<file path="config.mk">
export PLATFORM = sky130hd
export DESIGN_NAME = ps2_kbd_flat
export DESIGN_NICKNAME = d
export VERILOG_FILES = /design/src/rtl/ps2_pkg.sv /design/src/rtl/if_wb.sv /design/src/rtl/ps2_fifo.sv /design/src/rtl/ps2_kbd.sv /design/src/flat_wrapper.sv
export SDC_FILE = /design/constraint.sdc
export NUM_CORES = 1
export LEC_CHECK = 0
export BUFFER_PORTS_ARGS = -buffer_cell sky130_fd_sc_hd__buf_2
export CELL_PAD_IN_SITES_DETAIL_PLACEMENT = 0
export CELL_PAD_IN_SITES_GLOBAL_PLACEMENT = 1
export CORE_MARGIN = 5
export CORE_UTILIZATION = 51
export DETAILED_ROUTE_END_ITERATION = 6
export PLACE_DENSITY = 0.95
export SYNTH_ARGS = -nofsm -noshare
export SYNTH_HDL_FRONTEND = slang
export SYNTH_SLANG_ARGS = --single-unit
export TNS_END_PERCENT = 5
</file>
<file path="constraint.sdc">
create_clock -name clk_i -period 8.1 [get_ports clk_i]
set_input_delay 1.62 -clock clk_i [delete_from_list [all_inputs] [get_ports clk_i]]
set_output_delay 1.62 -clock clk_i [all_outputs]
set_load 0.05 [all_outputs]
</file>
<file path="src/rtl/ps2_pkg.sv">
// Shared types and constants for the PS/2 keyboard receiver.
package ps2_pkg;

    typedef enum logic [1:0] {
        ST_IDLE,
        ST_DATA,
        ST_PARITY,
        ST_STOP
    } rx_state_t;

    // Register word offsets, decoded from adr[3:2]
    localparam logic [1:0] REG_DATA   = 2'd0;
    localparam logic [1:0] REG_STATUS = 2'd1;
    localparam logic [1:0] REG_CTRL   = 2'd2;

    localparam int unsigned STAT_NEMPTY_BIT = 0;
    localparam int unsigned STAT_PERR_BIT   = 1;
    localparam int unsigned STAT_FERR_BIT   = 2;
    localparam int unsigned STAT_OVF_BIT    = 3;
    localparam int unsigned STAT_COUNT_LSB  = 8;

    localparam int unsigned CTRL_IE_BIT    = 0;
    localparam int unsigned CTRL_FLUSH_BIT = 1;

    localparam int unsigned FILTER_LEN  = 4;
    localparam int unsigned TIMEOUT_DIV = 500;

endpackage

</file>
<file path="src/rtl/if_wb.sv">
// 32-bit Wishbone bus bundle; dat_i carries write data into the slave.
interface if_wb;
    logic        cyc;
    logic        stb;
    logic        we;
    logic [31:0] adr;
    logic [31:0] dat_i;
    logic [31:0] dat_o;
    logic        ack;

    modport master (output cyc, stb, we, adr, dat_i, input dat_o, ack);
    modport slave  (input cyc, stb, we, adr, dat_i, output dat_o, ack);
endinterface

</file>
<file path="src/rtl/ps2_fifo.sv">
// Synchronous byte FIFO with flush; a push while full is only taken alongside a pop.
module ps2_fifo #(
    parameter int unsigned AW = 4
) (
    input  logic        clk_i,
    input  logic        rst_i,
    input  logic        i_push,
    input  logic [7:0]  i_wdata,
    input  logic        i_pop,
    input  logic        i_flush,
    output logic [7:0]  o_rdata_c,
    output logic        o_full_c,
    output logic        o_empty_c,
    output logic [AW:0] o_count
);

    localparam int unsigned DEPTH = 1 << AW;
    localparam int unsigned CW    = AW + 1;

    logic [7:0]    r_mem [DEPTH];
    logic [AW-1:0] r_wptr;
    logic [AW-1:0] r_rptr;
    logic [CW-1:0] r_count;
    logic          w_push_ok;
    logic          w_pop_ok;

    assign o_empty_c = (r_count == '0);
    assign o_full_c  = (r_count == CW'(DEPTH));
    assign o_rdata_c = r_mem[r_rptr];
    assign o_count   = r_count;
    assign w_pop_ok  = i_pop & ~o_empty_c;
    assign w_push_ok = i_push & (~o_full_c | w_pop_ok);

    always_ff @(posedge clk_i) begin
        if (w_push_ok) r_mem[r_wptr] <= i_wdata;
    end

    always_ff @(posedge clk_i) begin
        if (rst_i || i_flush) begin
            r_wptr  <= '0;
            r_rptr  <= '0;
            r_count <= '0;
        end else begin
            if (w_push_ok) r_wptr <= r_wptr + AW'(1);
            if (w_pop_ok)  r_rptr <= r_rptr + AW'(1);
            case ({w_push_ok, w_pop_ok})
                2'b10:   r_count <= r_count + CW'(1);
                2'b01:   r_count <= r_count - CW'(1);
                default: r_count <= r_count;
            endcase
        end
    end

endmodule

</file>
<file path="src/rtl/ps2_kbd.sv">
// Receive-only PS/2 keyboard controller: filtered line sampling, frame FSM,
// byte FIFO and a small Wishbone register file with a level interrupt.
module ps2_kbd
    import ps2_pkg::*;
#(
    parameter int unsigned CLKFREQ     = 10000000,
    parameter int unsigned FIFO_AWIDTH = 4
) (
    input  logic clk_i,
    input  logic rst_i,
    if_wb.slave  bus,
    input  logic ps2_clk,
    input  logic ps2_dat,
    output logic interrupt
);

    localparam int unsigned TIMEOUT = CLKFREQ / TIMEOUT_DIV;
    localparam int unsigned TW      = $clog2(TIMEOUT);
    localparam int unsigned CW      = FIFO_AWIDTH + 1;

    logic [1:0]            r_clk_sync;
    logic [1:0]            r_dat_sync;
    logic [FILTER_LEN-1:0] r_clk_hist;
    logic [FILTER_LEN-1:0] r_dat_hist;
    logic                  r_clk_filt;
    logic                  r_dat_filt;
    logic                  r_fall;

    rx_state_t             r_state;
    logic [2:0]            r_bitcnt;
    logic [7:0]            r_shift;
    logic                  r_par;
    logic [TW-1:0]         r_timer;
    logic                  r_push;
    logic                  r_perr_set;
    logic                  r_ferr_set;

    logic                  r_ack;
    logic [31:0]           r_dat_o;
    logic                  r_ie;
    logic                  r_perr;
    logic                  r_ferr;
    logic                  r_ovf;
    logic                  r_irq;

    logic                  w_req;
    logic                  w_wr;
    logic                  w_rd;
    logic [1:0]            w_sel;
    logic                  w_pop;
    logic                  w_flush;
    logic [3:1]            w_clr;
    logic                  w_ovf_set;
    logic [31:0]           w_rdata;
    logic [7:0]            w_fifo_data;
    logic                  w_full;
    logic                  w_empty;
    logic [CW-1:0]         w_count;
    logic                  w_unused_ok;

    // Synchronize and filter both lines; a level moves only after FILTER_LEN equal samples
    always_ff @(posedge clk_i) begin
        if (rst_i) begin
            r_clk_sync <= '1;
            r_dat_sync <= '1;
            r_clk_hist <= '1;
            r_dat_hist <= '1;
            r_clk_filt <= 1'b1;
            r_dat_filt <= 1'b1;
            r_fall     <= 1'b0;
        end else begin
            r_clk_sync <= {r_clk_sync[0], ps2_clk};
            r_dat_sync <= {r_dat_sync[0], ps2_dat};
            r_clk_hist <= {r_clk_hist[FILTER_LEN-2:0], r_clk_sync[1]};
            r_dat_hist <= {r_dat_hist[FILTER_LEN-2:0], r_dat_sync[1]};
            if (&r_clk_hist)      r_clk_filt <= 1'b1;
            else if (~|r_clk_hist) r_clk_filt <= 1'b0;
            if (&r_dat_hist)      r_dat_filt <= 1'b1;
            else if (~|r_dat_hist) r_dat_filt <= 1'b0;
            r_fall <= r_clk_filt & ~|r_clk_hist;
        end
    end

    // Frame receiver; any non-idle state times out without a falling edge
    always_ff @(posedge clk_i) begin
        if (rst_i) begin
            r_state    <= ST_IDLE;
            r_bitcnt   <= '0;
            r_shift    <= '0;
            r_par      <= 1'b0;
            r_timer    <= '0;
            r_push     <= 1'b0;
            r_perr_set <= 1'b0;
            r_ferr_set <= 1'b0;
        end else begin
            r_push     <= 1'b0;
            r_perr_set <= 1'b0;
            r_ferr_set <= 1'b0;
            if (r_state == ST_IDLE) begin
                r_timer <= '0;
                if (r_fall && !r_dat_filt) begin
                    r_state  <= ST_DATA;
                    r_bitcnt <= '0;
                end
            end else if (r_fall) begin
                r_timer <= '0;
                case (r_state)
                    ST_DATA: begin
                        r_shift  <= {r_dat_filt, r_shift[7:1]};
                        r_bitcnt <= r_bitcnt + 3'd1;
                        if (r_bitcnt == 3'd7) r_state <= ST_PARITY;
                    end
                    ST_PARITY: begin
                        r_par   <= r_dat_filt;
                        r_state <= ST_STOP;
                    end
                    default: begin
                        r_push     <= r_dat_filt & (^{r_shift, r_par});
                        r_perr_set <= ~(^{r_shift, r_par});
                        r_ferr_set <= ~r_dat_filt;
                        r_state    <= ST_IDLE;
                    end
                endcase
            end else if (r_timer == TW'(TIMEOUT - 1)) begin
                r_ferr_set <= 1'b1;
                r_state    <= ST_IDLE;
            end else begin
                r_timer <= r_timer + TW'(1);
            end
        end
    end

    ps2_fifo #(.AW(FIFO_AWIDTH)) u_fifo (
        .clk_i     (clk_i),
        .rst_i     (rst_i),
        .i_push    (r_push),
        .i_wdata   (r_shift),
        .i_pop     (w_pop),
        .i_flush   (w_flush),
        .o_rdata_c (w_fifo_data),
        .o_full_c  (w_full),
        .o_empty_c (w_empty),
        .o_count   (w_count)
    );

    assign w_req     = bus.cyc & bus.stb & ~r_ack;
    assign w_wr      = w_req & bus.we;
    assign w_rd      = w_req & ~bus.we;
    assign w_sel     = bus.adr[3:2];
    assign w_pop     = w_rd & (w_sel == REG_DATA) & ~w_empty;
    assign w_flush   = w_wr & (w_sel == REG_CTRL) & bus.dat_i[CTRL_FLUSH_BIT];
    assign w_clr     = (w_wr && w_sel == REG_STATUS) ? bus.dat_i[3:1] : 3'b000;
    assign w_ovf_set = r_push & w_full & ~w_pop;

    always_comb begin
        w_rdata = '0;
        case (w_sel)
            REG_DATA: begin
                if (!w_empty) w_rdata[8:0] = {1'b1, w_fifo_data};
            end
            REG_STATUS: begin
                w_rdata[STAT_NEMPTY_BIT]             = ~w_empty;
                w_rdata[STAT_PERR_BIT]               = r_perr;
                w_rdata[STAT_FERR_BIT]               = r_ferr;
                w_rdata[STAT_OVF_BIT]                = r_ovf;
                w_rdata[STAT_COUNT_LSB +: CW]        = w_count;
            end
            REG_CTRL: w_rdata[CTRL_IE_BIT] = r_ie;
            default:  w_rdata = '0;
        endcase
    end

    // Bus response, control/status registers and interrupt; flag set beats clear
    always_ff @(posedge clk_i) begin
        if (rst_i) begin
            r_ack   <= 1'b0;
            r_dat_o <= '0;
            r_ie    <= 1'b0;
            r_perr  <= 1'b0;
            r_ferr  <= 1'b0;
            r_ovf   <= 1'b0;
            r_irq   <= 1'b0;
        end else begin
            r_ack <= w_req;
            if (w_req) r_dat_o <= w_rdata;
            if (w_wr && w_sel == REG_CTRL) r_ie <= bus.dat_i[CTRL_IE_BIT];
            r_perr <= r_perr_set | (r_perr & ~w_clr[STAT_PERR_BIT]);
            r_ferr <= r_ferr_set | (r_ferr & ~w_clr[STAT_FERR_BIT]);
            r_ovf  <= w_ovf_set  | (r_ovf  & ~w_clr[STAT_OVF_BIT]);
            r_irq  <= r_ie & ~w_empty;
        end
    end

    assign bus.ack    = r_ack;
    assign bus.dat_o  = r_dat_o;
    assign interrupt  = r_irq;

    assign w_unused_ok = &{1'b0, bus.adr[31:4], bus.adr[1:0], bus.dat_i[31:4]};

endmodule

</file>
<file path="src/flat_wrapper.sv">
// flat-port wrapper written by rule: the top's interface ports become plain ports
module ps2_kbd_flat import ps2_pkg::*;
#(
    parameter int unsigned CLKFREQ     = 10000000,
    parameter int unsigned FIFO_AWIDTH = 4
)
  (clk_i, rst_i, ps2_clk, ps2_dat, interrupt, bus_cyc, bus_stb, bus_we, bus_adr, bus_dat_i, bus_dat_o, bus_ack);
  if_wb bus_i ();
  input  logic clk_i;
  input  logic rst_i;
  input  logic ps2_clk;
  input  logic ps2_dat;
  output logic interrupt;
  input wire logic [$bits(bus_i.cyc)-1:0] bus_cyc;
  input wire logic [$bits(bus_i.stb)-1:0] bus_stb;
  input wire logic [$bits(bus_i.we)-1:0] bus_we;
  input wire logic [$bits(bus_i.adr)-1:0] bus_adr;
  input wire logic [$bits(bus_i.dat_i)-1:0] bus_dat_i;
  output wire logic [$bits(bus_i.dat_o)-1:0] bus_dat_o;
  output wire logic [$bits(bus_i.ack)-1:0] bus_ack;
  assign bus_i.cyc = bus_cyc;
  assign bus_i.stb = bus_stb;
  assign bus_i.we = bus_we;
  assign bus_i.adr = bus_adr;
  assign bus_i.dat_i = bus_dat_i;
  assign bus_dat_o = bus_i.dat_o;
  assign bus_ack = bus_i.ack;
  ps2_kbd #(.CLKFREQ(CLKFREQ), .FIFO_AWIDTH(FIFO_AWIDTH)) u_core (.clk_i(clk_i), .rst_i(rst_i), .bus(bus_i), .ps2_clk(ps2_clk), .ps2_dat(ps2_dat), .interrupt(interrupt));
endmodule
</file>
# After elaboration in Yosys (flattened, before gate mapping)
# Memories as Yosys holds them, arrays and structs flattened. A register that Yosys moved wholly into a read port is not among the register bits.
# Cells that the tools add are included.
# W data, S select, Z words.
word_totals:
  ff_bits: 79
  wordCells: 130
  mem_count: 1
  in_bits: 71
  out_inout_bits: 34
  mem_bits_rw: 128
classes:
  n_mux: 25
  n_reduce_logical: 28
  n_eq_ne: 11
  bitwise: 34
  add_sub_neg: 6
mem_list:
  columns: ["name", "depth", "width", "read_ports", "rd_ports_with_merged_regs", "write_ports", "line", "source"]
  rows:
  - ["u_core.u_fifo.r_mem", 16, 8, 1, 1, 1, "ps2_fifo.sv:20", "logic [7:0] r_mem [DEPTH];"]
op_table:
  columns: ["op", "n"]
  rows:
  - ["$and A1 B1 Y1", 18]
  - ["$mux W4", 4]
  - ["$add A15 B1 Y15 const B", 1]
  - ["$eq A15 B15 Y1 const B", 1]
  - ["$mux W3", 5]
  - ["$not A1 Y1", 12]
  - ["$reduce_and A3 Y1", 4]
  - ["$mux W2", 5]
  - ["$pmux W5 S2", 1]
  - ["$mux W9", 1]
  - ["$reduce_xor A9 Y1", 1]
  - ["$add A4 B1 Y4 const B", 2]
  - ["$reduce_and A4 Y1", 2]
  - ["$reduce_or A2 Y1", 4]
  - ["$reduce_or A4 Y1", 2]
  - ["$eq A2 B1 Y1 const B", 3]
  - ["$eq A2 B2 Y1 const B", 3]
  - ["$pmux W3 S2", 1]
  - ["$reduce_bool A2 Y1", 3]
  - ["$add A5 B1 Y5 const B", 1]
  - ["$eq A5 B5 Y1 const B", 1]
  - ["$logic_not A5 Y1", 1]
  - ["$mux W1", 5]
  - ["$reduce_or A5 Y1", 1]
  - ["15 further kinds", 22]

# Depth between registers and ports, before layout
# Gate-level depths: netlist of run 1.
depth:
  depth_word: 10
  depth_mapped: 11
  ltp_nobuf: 9

# Cells and area by module
# From an unflattened synthesis of run 1, not the netlist that was laid out.
hier_totals:
  hier_cells: 657
  hier_area_um2: 8802.2
by_module_without_submodules:
  columns: ["mod", "area_per_inst_um2", "instances", "seq_area_each_um2", "cells_per_inst"]
  rows:
  - ["ps2_fifo", 5886.9, 1, 4184.0, 332]
  - ["ps2_kbd", 2915.3, 1, 1321.3, 325]

# Worst setup path before layout of run 1
# No wires, ideal clock.
synth_path:
  path_kind: "input to register"
  start: "input port bus_adr[2]"
  end: "register u_core.u_fifo.r_count[4], in the netlist u_core.u_fifo.o_count[4]"
  stages: 10
  setup_time_ns: 0.123
  n_path_buf: 1
  path_slack_ns: 4.086
  required_ns: 7.977
  arrival_time_ns: 3.890
  path_cell_list: "or3_4 > a211o_1 > buf_6 > nor2_1 > xor2_1 > ha_1 > or4_1 > or3_1 > a21oi_1 > mux2_1"
synth_between:
  elab_chain_len: 8
  elab_cells_between_ends: 14
  classes_between: "3 x eq/ne; 1 x mux; 7 x bitwise; 3 x reduce/logical"
synth_rtl:
  columns: ["element", "line", "source"]
  rows:
  - ["start, declared", "flat_wrapper.sv:17", "input wire logic [$bits(bus_i.adr)-1:0] bus_adr;"]
  - ["$logic_not A2 Y1", "ps2_kbd.sv:150", "assign w_pop = w_rd & (w_sel == REG_DATA) & ~w_empty;"]
  - ["$and A1 B1 Y1 (2 in a row)", "ps2_kbd.sv:150", null]
  - ["$and A1 B1 Y1", "ps2_fifo.sv:31", "assign w_pop_ok = i_pop & ~o_empty_c;"]
  - ["$or A1 B1 Y1", "ps2_fifo.sv:32", "assign w_push_ok = i_push & (~o_full_c | w_pop_ok);"]
  - ["$and A1 B1 Y1", "ps2_fifo.sv:32", null]
  - ["$eq A2 B1 Y1 or $eq A2 B2 Y1 (tied branches)", "ps2_fifo.sv:46", "case ({w_push_ok, w_pop_ok})"]
  - ["$pmux W5 S2 or $reduce_bool A2 Y1 (tied branches)", null, null]
  - ["end signal, assigned", "ps2_fifo.sv:47", "2'b10: r_count <= r_count + CW'(1);"]
  - ["end signal, assigned", "ps2_fifo.sv:48", "2'b01: r_count <= r_count - CW'(1);"]
  - ["end signal, assigned", "ps2_fifo.sv:49", "default: r_count <= r_count;"]
  - ["end, declared", "ps2_fifo.sv:23", "logic [CW-1:0] r_count;"]
# Parallel ways exist; a longest one is shown, timed or not.
# A chain may end at the register's enable or synchronous reset.

# Worst setup path after layout of run 1
layout_path:
  start: "input port bus_stb"
  end: "register u_core.u_fifo.r_count[4], in the netlist u_core.u_fifo.o_count[4]"
layout_between:
  elab_chain_len: 10
  elab_cells_between_ends: 16
  classes_between: "2 x eq/ne; 1 x mux; 11 x bitwise; 2 x reduce/logical"
layout_rtl:
  columns: ["element", "line", "source"]
  rows:
  - ["start, declared", "flat_wrapper.sv:15", "input wire logic [$bits(bus_i.stb)-1:0] bus_stb;"]
  - ["$and A1 B1 Y1 (*) (2 in a row)", "ps2_kbd.sv:146", "assign w_req = bus.cyc & bus.stb & ~r_ack;"]
  - ["$and A1 B1 Y1", "ps2_kbd.sv:148", "assign w_rd = w_req & ~bus.we;"]
  - ["$and A1 B1 Y1 (2 in a row)", "ps2_kbd.sv:150", null]
  - ["$and A1 B1 Y1", "ps2_fifo.sv:31", null]
  - ["$or A1 B1 Y1", "ps2_fifo.sv:32", null]
  - ["$and A1 B1 Y1", "ps2_fifo.sv:32", null]
  - ["$eq A2 B1 Y1 or $eq A2 B2 Y1 (tied branches)", "ps2_fifo.sv:46", null]
  - ["$pmux W5 S2 or $reduce_bool A2 Y1 (tied branches)", null, null]
# Every way passes the cells marked *; elsewhere a longest branch is shown, timed or not.

==> results of run 1 <==
==> registers in the layout, indices dropped and copies added (netlist names), 2 cells and up, named ones only <==
signal,count
u_core.u_fifo.r_wptr,4
u_core.u_fifo.r_mem,128
u_core.r_timer,15
u_core.r_dat_sync,2
u_core.r_bitcnt,3
u_core.r_dat_hist,4
u_core.r_clk_hist,4
u_core.u_fifo.r_rptr,4
u_core.u_fifo.o_count,5
u_core.r_clk_sync,2
u_core.r_state,2
u_core.r_shift,8
u_core.bus.dat_o,13
==> stage by stage <==
stage                     setup WS (ns)  cells  hold slack, ns  utilization (%)  power [W]
final                              3.93    916           0.413             57.7    0.00209
after global routing               3.71    916           0.429             57.7    0.00216
after CTS                          3.92    916           0.415             57.7    0.00211
after detailed placement           3.47    879           0.398             53.7    0.00120
after global placement             3.56    879           0.393             53.7    0.00120
after floorplan                    4.09    674           0.389                -    0.00120
==> path summary, 6_finish.rpt <==
path,endpoint,slack (ns),cells after the start
hold reg to reg,u_core.r_clk_hist[0],0.41,1
setup / recovery,u_core.u_fifo.o_count[4],3.93,10
setup reg to reg,u_core.u_fifo.o_count[4],4.77,9
hold / removal,u_core.r_clk_hist[0],0.41,1
==> final cells by class <==
type	count	area, um^2	area share [%]
inverters	13	48.8	0.509
repair buffers	38	218	2.27
well taps	220	275	2.87
multi-input cells	397	2900	30.2
flip-flops and latches	211	5510	57.4
clock inverters	9	101	1.06
clock buffers	28	552	5.75
==> layer usage <==
metal,vias to the layer above,GRT usage [%],share of wire [%]
li1,2441,-,-
met2,192,29.6,51
met1,2598,22.1,41
met5,-,0,0
met3,43,3.07,5.4
met4,0,5.92,3.1
==> synth_stat cells (2+ instances only) <==
cell type                    n  area, um^2
sky130_fd_sc_hd__a221oi_1    3        26.3
sky130_fd_sc_hd__mux2_2      3        33.8
sky130_fd_sc_hd__or4_1       5        37.5
sky130_fd_sc_hd__and2_1      2        12.5
sky130_fd_sc_hd__a31oi_1     3        18.8
sky130_fd_sc_hd__nand3_1    38         190
sky130_fd_sc_hd__o21ai_0     9        45.0
sky130_fd_sc_hd__mux2i_1     5        50.1
sky130_fd_sc_hd__edfxtp_1  128        3840
sky130_fd_sc_hd__xnor2_1    13         114
sky130_fd_sc_hd__nand2_1    47         176
sky130_fd_sc_hd__and4_1      2        17.5
sky130_fd_sc_hd__a211oi_1    4        30.0
sky130_fd_sc_hd__buf_2       4        20.0
sky130_fd_sc_hd__xor2_1     16         140
sky130_fd_sc_hd__nor2b_1     6        37.5
sky130_fd_sc_hd__clkbuf_1   26        97.6
sky130_fd_sc_hd__mux4_2     32         721
sky130_fd_sc_hd__or3_1       7        43.8
sky130_fd_sc_hd__buf_6       2        22.5
sky130_fd_sc_hd__nand2b_1    3        18.8
sky130_fd_sc_hd__nand3b_1    3        22.5
sky130_fd_sc_hd__nand4_1     8        50.1
sky130_fd_sc_hd__a22oi_1    11        82.6
sky130_fd_sc_hd__buf_4      20         150
sky130_fd_sc_hd__nor4_1      7        43.8
sky130_fd_sc_hd__mux2_1      2        22.5
sky130_fd_sc_hd__and3_1     11        68.8
sky130_fd_sc_hd__dfxtp_1    83        1660
sky130_fd_sc_hd__nor3_1      8        40.0
sky130_fd_sc_hd__ha_1       14         175
sky130_fd_sc_hd__nor2_1     54         203
sky130_fd_sc_hd__o21bai_1    2        15.0
sky130_fd_sc_hd__a21oi_1    31         155
sky130_fd_sc_hd__inv_1      13        48.8
sky130_fd_sc_hd__or2_2      12        75.1
==> power groups by stage <==
stage,Sequential (W),Combinational [W],Clock (W)
finish,0.00113,0.0000434,0.000919
global placement,0.00115,0.0000424,0
floorplan,0.00116,0.0000377,0
detailed placement,0.00115,0.0000430,0
CTS,0.00113,0.0000432,0.000934
global route,0.00113,0.0000460,0.000988
==> cells by family after synthesis <==
kind of cell,count (synthesis)
flops,211
compound gates,72
fa+ha+maj,14
xor+xnor,29
simple gates,221
buf+inv,66
other cells,1
mux,42
==> reports/metrics.yaml, run 1 <==
cellLeakagePower_nw: 3.29
fp.dieH_um: 140
route.antenna.remaining_nets: 0
synthesis.area_per_instance_um2: 13.2
seq_power_share_pct: 54.0
synth.area.mux_share_pct: 9.53
drt_iter0_markers: 524
first_pass_grt_wire_length_um: 27600
gates_resized_cts_repair: 0
netSwitchingPower_w: 0.000414
arrival_time_at_the_worst_endpoint_ns: 4.54
post_synth_inst_count: 656
dieArea_mm2: 0.0197
max_clock_freq_ghz: 0.240
finalSetupViolCount: 0
synth-xor-area-share_pct: 2.93
cp-start-kind: "input port"
hold_class: "flop to flop"
critical_path_class: "input port to flop"
grt_use_total_pct: 17.2
cts_tree: "done"
power.density_mw_per_mm2: 218
routability_congestion_estimate: 0.816
max_cap_viol_count: 0
run_status: "finished clean"
grt_start_max_net_pins: 50
post_cts_hold_buffer_count: 0
fin_area_mm2: 0.00960
avgViaCountPerCell: 5.76
final_nets: 767
area_growth_syn_to_layout_pct: 10.6
ys_seq_elements: 211
critPathSlowestCell: "sky130_fd_sc_hd__a211o_1"
final_cell_mix: "128 x sky130_fd_sc_hd__edfxtp_1, 83 x sky130_fd_sc_hd__dfxtp_1, 54 x sky130_fd_sc_hd__nor2_1"
internal-power_w: 0.00168
critical_path.max_fanout: 19
seq_area_frac_synth_pct: 63.5
fp.dieW_um: 140
routed_wl_per_cell_um: 18.6
post-route-drc-count: 0
rsz0062_at_grt: "no"
insertion_delay_ns: 0.49
yosysWarnings: 0
drt_pre_antenna_iters: 5
cp_data_required_time_ns: 8.47
design.core.area_mm2: 0.0166
yosys.area_share.simple_pct: 12.9
antenna_found_initial: 0
fin_skew_ns: 0.0140
synth-edff-count: 128
cts-htree-levels: 1
critical_path.cell_chain: "buf_2 -> nand3b_1 -> a211o_1 -> nor2_1 -> xor2_1 -> ha_1 -> or4_1 -> or3_1 -> a21oi_1 -> mux2_1"
critical_path_buf_inv_count: 1
nFillCells: 1270
synth_ff_type: "sky130_fd_sc_hd__edfxtp_1"
hold_path.startpoint: "u_core.r_clk_sync[1]"
ios: 105
worst_setup_path_startpoint: "bus_stb"
cts-root-to-sink-buffers: 3
pwr-share-clk_pct: 43.9
hold_violations: 0
max-slew-margin-rel_pct: 22.6
detailroute.via_count: 5274
post-cts-setup-buffer-count: 0
cts.sink_count: 211
start_util_pct: 52.1
synth_area_mm2: 0.00868
setup.worst_path.end_class: "flop"
antennaDiodeCount: 0
routed_wirelength_um: 17000
share_comb_of_total_power_pct: 2.1
path_clk_slew_ns: 0.06
crit_family: "simple AND/OR/NAND/NOR gates"
transition_time_at_the_pin_with_the_least_slew_margin_ns: 1.15
synthArstFlopShare_pct: 0
swShare_pct: 19.8
post_dp_cell_area_mm2: 0.00894
final_period_minus_worst_setup_slack_ns: 4.17
grt_pass1_vias: 5285
portBuffers: 27
area_fraction_in_compound_gates_after_synthesis_pct: 5.13
cts.root.buffer_cell: "sky130_fd_sc_hd__clkbuf_16"
dpl.hpwl_um: 11000
num_rows: 47
grt_overflow: 0
finalSetupTns_ns: 0
final_common_cell: "sky130_fd_sc_hd__edfxtp_1"
vdd_ir_drop_max_v: 0.000150
crit-reg2reg-launch: "u_core.bus.ack"
cp_slowest_stage_delay_ns: 0.62
cts_made_buffers: 21
combinational_family_with_the_most_area_after_synthesis: "simple AND/OR/NAND/NOR gates"
post_synth_fa_ha_maj_area_fraction_pct: 2.02
fraction_of_final_layout_cells_sized_beyond_drive_strength_1_pct: 17.2
finalMaxSlewViolations: 0
unique_masters_post_synth: 55
period_share_pct: 51.5
No activity file was read; power rests on OpenSTA's default activity.
==> run 2: changes to the inputs <==
CORE_UTILIZATION = 47   (was 51)
PLACE_DENSITY = 0.9   (was 0.95)
clock period = 4.4 ns   (was 8.1 ns; I/O delays follow)
==> run 2 against run 1 <==
Compared with the run above: hold slack got worse by 0.0063 ns; non-clock buffer count increased by 1; die area increased by 7.9%; via count decreased by 0.80%; clock power increased by 96%; combinational power increased by 87%; clock-buffer cell count unchanged; register-to-register slack got worse by 3.6 ns; cell area increased by 0.72%.
==> reports/metrics.yaml, run 2 (synthesized netlist as in run 1, its figures left out) <==
max_clock_freq_ghz: 0.309
critical_path.max_fanout: 10  # -9
final_core_utilization_pct: 53.4  # -4.2 points
hold_violations: 0  # unchanged
cts_tree: "done"
regArea_mm2: 0.00551  # unchanged
final_common_cell: "sky130_fd_sc_hd__edfxtp_1"
drt_pre_antenna_iters: 5  # unchanged
antennaDiodeCount: 0  # unchanged
cts-htree-levels: 1  # unchanged
timing.final.ws_setup_ns: 1.17  # -2.76 ns
cp_slowest_stage_delay_ns: 0.58  # -0.04 ns
rsz0062_at_grt: "no"
dpl.hpwl_um: 11400  # +3.5%
grt_pass1_vias: 5290  # +0.095%
nFillCells: 1459  # +15%
start_util_pct: 48.0  # -4.2 points
grt_start_max_net_pins: 50  # unchanged
max-slew-margin-rel_pct: 24.2  # +1.6 points
drt_iter0_markers: 427  # -19%
critical_path_buf_inv_count: 0  # -1
worst_setup_path_startpoint: "u_core.u_fifo.o_count[1]"
largest_register_ff_count: 128  # unchanged
routability_congestion_estimate: 0.866  # +6.0%
critPathSlowestCell: "sky130_fd_sc_hd__nor4_1"
path_clk_slew_ns: 0.06  # about the same
hold_class: "flop to flop"
first_pass_grt_wire_length_um: 27400  # -0.73%
hold_path.startpoint: "u_core.r_dat_sync[1]"
fin_skew_ns: 0.0141  # +0.0000683 ns
fp.dieH_um: 146  # +3.9%
final_period_minus_worst_setup_slack_ns: 3.23
finalMaxSlewViolations: 0  # unchanged
gates_resized_cts_repair: 0  # unchanged
final_nets: 768  # +0.13%
gr-usage-met1_pct: 20.1  # -2.0 points
antenna_found_initial: 0  # unchanged
num_rows: 49  # +4.3%
fp.dieW_um: 146  # +3.9%
period_share_pct: 73.5
ios: 105  # unchanged
multi_input_comb_area_mm2: 0.00290  # unchanged
detailroute.via_count: 5232  # -0.80%
crit_family: "simple AND/OR/NAND/NOR gates"
finalSetupViolCount: 0  # unchanged
preCtsSetupSlack_ns: 0.757  # -2.71 ns
vdd_ir_drop_max_v: 0.000269  # +79%
cp-start-kind: "flop"
cp_data_required_time_ns: 4.77  # -3.70 ns
transition_time_at_the_pin_with_the_least_slew_margin_ns: 1.13  # -0.0237 ns
avgViaCountPerCell: 5.65  # -1.9%
post_cts_hold_buffer_count: 0  # unchanged
grt_overflow: 0  # unchanged
insertion_delay_ns: 0.48  # about the same
critical_path.cell_chain: "nor4_1 -> a211o_1 -> nor2_1 -> xor2_1 -> ha_1 -> or4_1 -> or3_1 -> a21oi_1 -> mux2_1"
post-cts-setup-buffer-count: 0  # unchanged
cts_made_buffers: 21  # unchanged
cts.sink_count: 211  # unchanged
arrival_time_at_the_worst_endpoint_ns: 3.60  # -0.94 ns
grt_use_total_pct: 15.8  # -1.5 points
dieArea_mm2: 0.0213  # +7.9%
crit-reg2reg-launch: "u_core.u_fifo.o_count[1]"
run_status: "finished clean"
final_cell_mix: "128 x sky130_fd_sc_hd__edfxtp_1, 83 x sky130_fd_sc_hd__dfxtp_1, 54 x sky130_fd_sc_hd__nor2_1"
routed_wirelength_um: 16900  # -0.53%
finalSetupTns_ns: 0  # unchanged
fraction_of_final_layout_cells_sized_beyond_drive_strength_1_pct: 17.5  # +0.26 points
portBuffers: 27  # unchanged
cellLeakagePower_nw: 3.32  # +1.1%
cts.root.buffer_cell: "sky130_fd_sc_hd__clkbuf_16"
power.density_mw_per_mm2: 410  # +88%
busiest_layer: "met2"
global_route.usage.met2_pct: 28.1  # -1.5 points
route.antenna.remaining_nets: 0  # unchanged
critical_path_class: "flop to flop"
design.core.area_mm2: 0.0181  # +8.7%
routed_wl_per_cell_um: 18.3  # -1.6%
max_cap_viol_count: 0  # unchanged
top_register: "u_core.u_fifo.r_mem"
area_growth_syn_to_layout_pct: 11.4
cts-root-to-sink-buffers: 3  # unchanged
post-route-drc-count: 0  # unchanged
globalRouteMet3Util_pct: 2.21  # -0.86 points
setup.worst_path.end_class: "flop"
run 2: cell count changes in the layout (fill, tap and decap cells not counted), moves of 2 or more:
cell and delta:
sky130_fd_sc_hd__clkbuf_1 -2, sky130_fd_sc_hd__clkinv_2 +2, sky130_fd_sc_hd__clkinv_4 -2, sky130_fd_sc_hd__clkinvlp_2 -3
run 2: worst paths after layout:
| path | end | slack, ns | cells after the start |
|---|---|---|---|
| setup / recovery | u_core.u_fifo.o_count[4] | 1.17 | 9 |
| hold / removal | u_core.r_dat_hist[0] | 0.41 | 1 |
| setup reg to reg | u_core.u_fifo.o_count[4] | 1.17 | 9 |
| hold reg to reg | u_core.r_dat_hist[0] | 0.41 | 1 |
run 2: final cells by class:
class | count | share of cell area, %
inverter | 13 | 0.505
sequential | 211 | 57.0
multi-input combinational | 397 | 30.0
clock buffer | 28 | 6.03
tap | 229 | 2.96
timing repair buffer | 39 | 2.33
clock inverter | 9 | 1.24
run 2: metrics by stage:
stage,instance area (um^2),instances,hold WS [ns],total power (W)
after global routing,9660,926,0.425,0.00407
after global placement,8960,889,0.393,0.00220
after CTS,9660,926,0.408,0.00399
after detailed placement,8960,889,0.394,0.00220
after floorplan,8740,674,0.389,0.00220
final,9660,926,0.407,0.00396
run 2: layer usage:
metal  wire length [um]  vias up
met2               8660      124
met5                  0        -
met4                492        0
met3                635       38
met1               7160     2630
li1                   -     2440
run 2: worst register-to-register path, delay by kind of cell (launching register included):
kind	cells	cell delay, ns
DFF	1	0.40
and+or+nand+nor	4	1.39
adders and majority gates	1	0.24
AOI/OAI and AO/OA	2	0.60
muxes	1	0.34
xor gates and xnor gates	1	0.16
run 2: where the power goes:
group / internal [W] / switching (W)
sequential: 0.00208 / 0.00000252
combinational: 0.0000132 / 0.0000677
clock: 0.00111 / 0.000695
==> run 3: changes to the inputs <==
CORE_UTILIZATION = 43   (was 47)
PLACE_DENSITY = 0.87   (was 0.9)
clock period = 2.6 ns   (was 4.4 ns; I/O delays follow)
==> run 3 against run 2 <==
Compared with the run above: cell area is 4.7% higher; clock skew down 0.0045 ns; clock-buffer cell count increased by 3; setup slack got worse by 1.1 ns; first-iteration DRC count decreased by 20%; die area increased by 8.7%; fmax is 27% higher; sequential share of layout area down 2.5 points; clock power rose by 66%; hold slack worse by 0.19 ns; power grew 68%; combinational power up 79%.
==> reports/metrics.yaml, run 3 (synthesized netlist as in run 1, its figures left out) <==
finalMaxSlewViolations: 0  # unchanged
portBuffers: 27  # unchanged
grt_start_max_net_pins: 34  # -32%
fraction_of_final_layout_cells_sized_beyond_drive_strength_1_pct: 23.7  # +6.2 points
number_of_cells_after_detailed_placement: 972  # +9.3%
ios: 105  # unchanged
cp_data_required_time_ns: 2.98  # -1.79 ns
grt_overflow: 0  # unchanged
arrival_time_at_the_worst_endpoint_ns: 2.93  # -0.67 ns
power.density_mw_per_mm2: 657  # +60%
fp.dieH_um: 152  # +4.2%
cellLeakagePower_nw: 3.57  # +7.3%
run_status: "finished clean"
cp-start-kind: "flop"
cts.root.buffer_cell: "sky130_fd_sc_hd__clkbuf_16"
final_common_cell: "sky130_fd_sc_hd__edfxtp_1"
fin_skew_ns: 0.00960  # -0.00447 ns
design.core.area_mm2: 0.0200  # +11%
final_cell_mix: "128 x sky130_fd_sc_hd__edfxtp_1, 81 x sky130_fd_sc_hd__dfxtp_1, 53 x sky130_fd_sc_hd__nor2_1"
grt_use_total_pct: 14.8  # -1.0 points
hold_violations: 0  # unchanged
dieArea_mm2: 0.0231  # +8.7%
vdd_ir_drop_max_v: 0.000382  # +42%
routability_congestion_estimate: 0.809  # -6.5%
regArea_mm2: 0.00551  # about the same
max_clock_freq_ghz: 0.393  # +27%
avgViaCountPerCell: 5.24  # -7.3%
routed_wirelength_um: 17300  # +2.3%
period_share_pct: 97.8  # +24 points
cts-htree-levels: 1  # unchanged
drt_iter0_markers: 340  # -20%
reg2reg_slack_ns: 0.06  # -1.11 ns
path_clk_slew_ns: 0.06  # about the same
drt_pre_antenna_iters: 5  # unchanged
nFillCells: 1739  # +19%
rsz0062_at_grt: "yes"
route.antenna.remaining_nets: 0  # unchanged
multi_input_comb_area_mm2: 0.00293  # +1.1%
area_growth_syn_to_layout_pct: 16.7
cts_made_buffers: 22  # +4.8%
fp.dieW_um: 152  # +4.2%
start_util_pct: 43.3  # -4.7 points
dpl.hpwl_um: 11500  # +0.90%
final_period_minus_worst_setup_slack_ns: 2.54  # -0.689 ns
max_cap_viol_count: 0  # unchanged
first_pass_grt_wire_length_um: 27800  # +1.7%
critical_path_class: "flop to flop"
finalSetupViolCount: 0  # unchanged
detailroute.via_count: 5312  # +1.5%
final_nets: 813  # +5.9%
transition_time_at_the_pin_with_the_least_slew_margin_ns: 0.802  # -0.325 ns
top_register: "u_core.u_fifo.r_mem"
preCtsSetupSlack_ns: -0.345  # -1.10 ns
num_rows: 52  # +6.1%
hold_class: "input port to flop"
max-slew-margin-rel_pct: 46.5  # +22 points
insertion_delay_ns: 0.49  # about the same
cts-root-to-sink-buffers: 3  # unchanged
timing.final.ws_setup_ns: 0.0563  # -1.11 ns
cts_tree: "done"
routed_wl_per_cell_um: 17.1  # -6.6%
post-route-drc-count: 0  # unchanged
critical_path.max_fanout: 3  # -7
final-instance-count-excl-fill: 1014  # +9.5%
setup.worst_path.end_class: "flop"
largest_register_ff_count: 128  # unchanged
cts.sink_count: 211  # unchanged
antennaDiodeCount: 0  # unchanged
grt_pass1_vias: 5123  # -3.2%
antenna_found_initial: 0  # unchanged
[run 3: cell types whose count changed in the layout (fill, tap and decap cells not counted), moves of 2 or more]
cell / before / now
sky130_fd_sc_hd__bufinv_16: 3 / 1
sky130_fd_sc_hd__buf_4: 12 / 52
sky130_fd_sc_hd__dfxtp_2: 0 / 2
sky130_fd_sc_hd__dfxtp_1: 83 / 81
sky130_fd_sc_hd__clkinvlp_2: 0 / 2
sky130_fd_sc_hd__buf_12: 0 / 4
[run 3: worst max-delay path, cell delays in order, from the launching register on]
cell and delay [ns]:
sky130_fd_sc_hd__dfxtp_2 0.33, sky130_fd_sc_hd__nor4_4 0.25, sky130_fd_sc_hd__buf_4 0.16, sky130_fd_sc_hd__a211o_1 0.15
sky130_fd_sc_hd__nor2_2 0.04, sky130_fd_sc_hd__xor2_1 0.14, sky130_fd_sc_hd__ha_2 0.17, sky130_fd_sc_hd__or4_1 0.39
sky130_fd_sc_hd__or3_4 0.34, sky130_fd_sc_hd__a21oi_2 0.16, sky130_fd_sc_hd__mux2_4 0.31
[run 3: what timing repair did]
| item | CTS | global route |
|---|---|---|
| hold endpoints to repair | 0 | 0 |
| buffers inserted | 0 | 2 |
| hold buffers | 0 | 0 |
| setup endpoints to repair | 0 | 1 |
| resized for setup | 0 | 6 |
[run 3: cell type report]
cell class	count	area share [%]
clock buffers	31	6.18
clock inverters	9	0.668
inverters	13	0.482
multi-input cells	397	28.9
flip-flops and latches	211	54.4
well taps	270	3.34
repair buffers	83	5.98
[run 3: final timing paths]
path	start	endpoint	cells past startpoint
setup / recovery	u_core.u_fifo.o_count[3]	u_core.u_fifo.o_count[4]	10
hold / removal	ps2_clk	u_core.r_clk_sync[0]	2
hold reg to reg	u_core.r_dat_sync[0]	u_core.r_dat_sync[1]	1
setup reg to reg	u_core.u_fifo.o_count[3]	u_core.u_fifo.o_count[4]	10
[run 3: stage by stage]
| step | TNS, ns | total power [W] | area (um^2) | hold WS (ns) | util, % |
|---|---|---|---|---|---|
| finish | 0 | 0.00664 | 10100 | 0.222 | 50.5 |
| floorplan | -0.268 | 0.00372 | 8750 | 0.389 | - |
| detailed placement | -0.577 | 0.00374 | 9380 | 0.399 | 46.8 |
| global route | -0.0634 | 0.00688 | 10100 | 0.224 | 50.5 |
| CTS | 0 | 0.00671 | 10100 | 0.217 | 50.3 |
| global placement | -0.565 | 0.00374 | 9380 | 0.392 | 46.8 |
[run 3: report_power, final]
part	internal [W]	total, W	switching [W]
registers	0.00352	0.00352	0.00000468
logic	0.0000280	0.000145	0.000117
clock network	0.00177	0.00298	0.00121
[run 3: metal layers]
layer	vias to the layer above	part of all wire [%]	GRT usage (%)
met1	2628	44	20.1
met3	27	4.4	2.33
li1	2533	-	-
met4	0	2.0	3.38
met2	124	50	25.1
met5	-	0	0
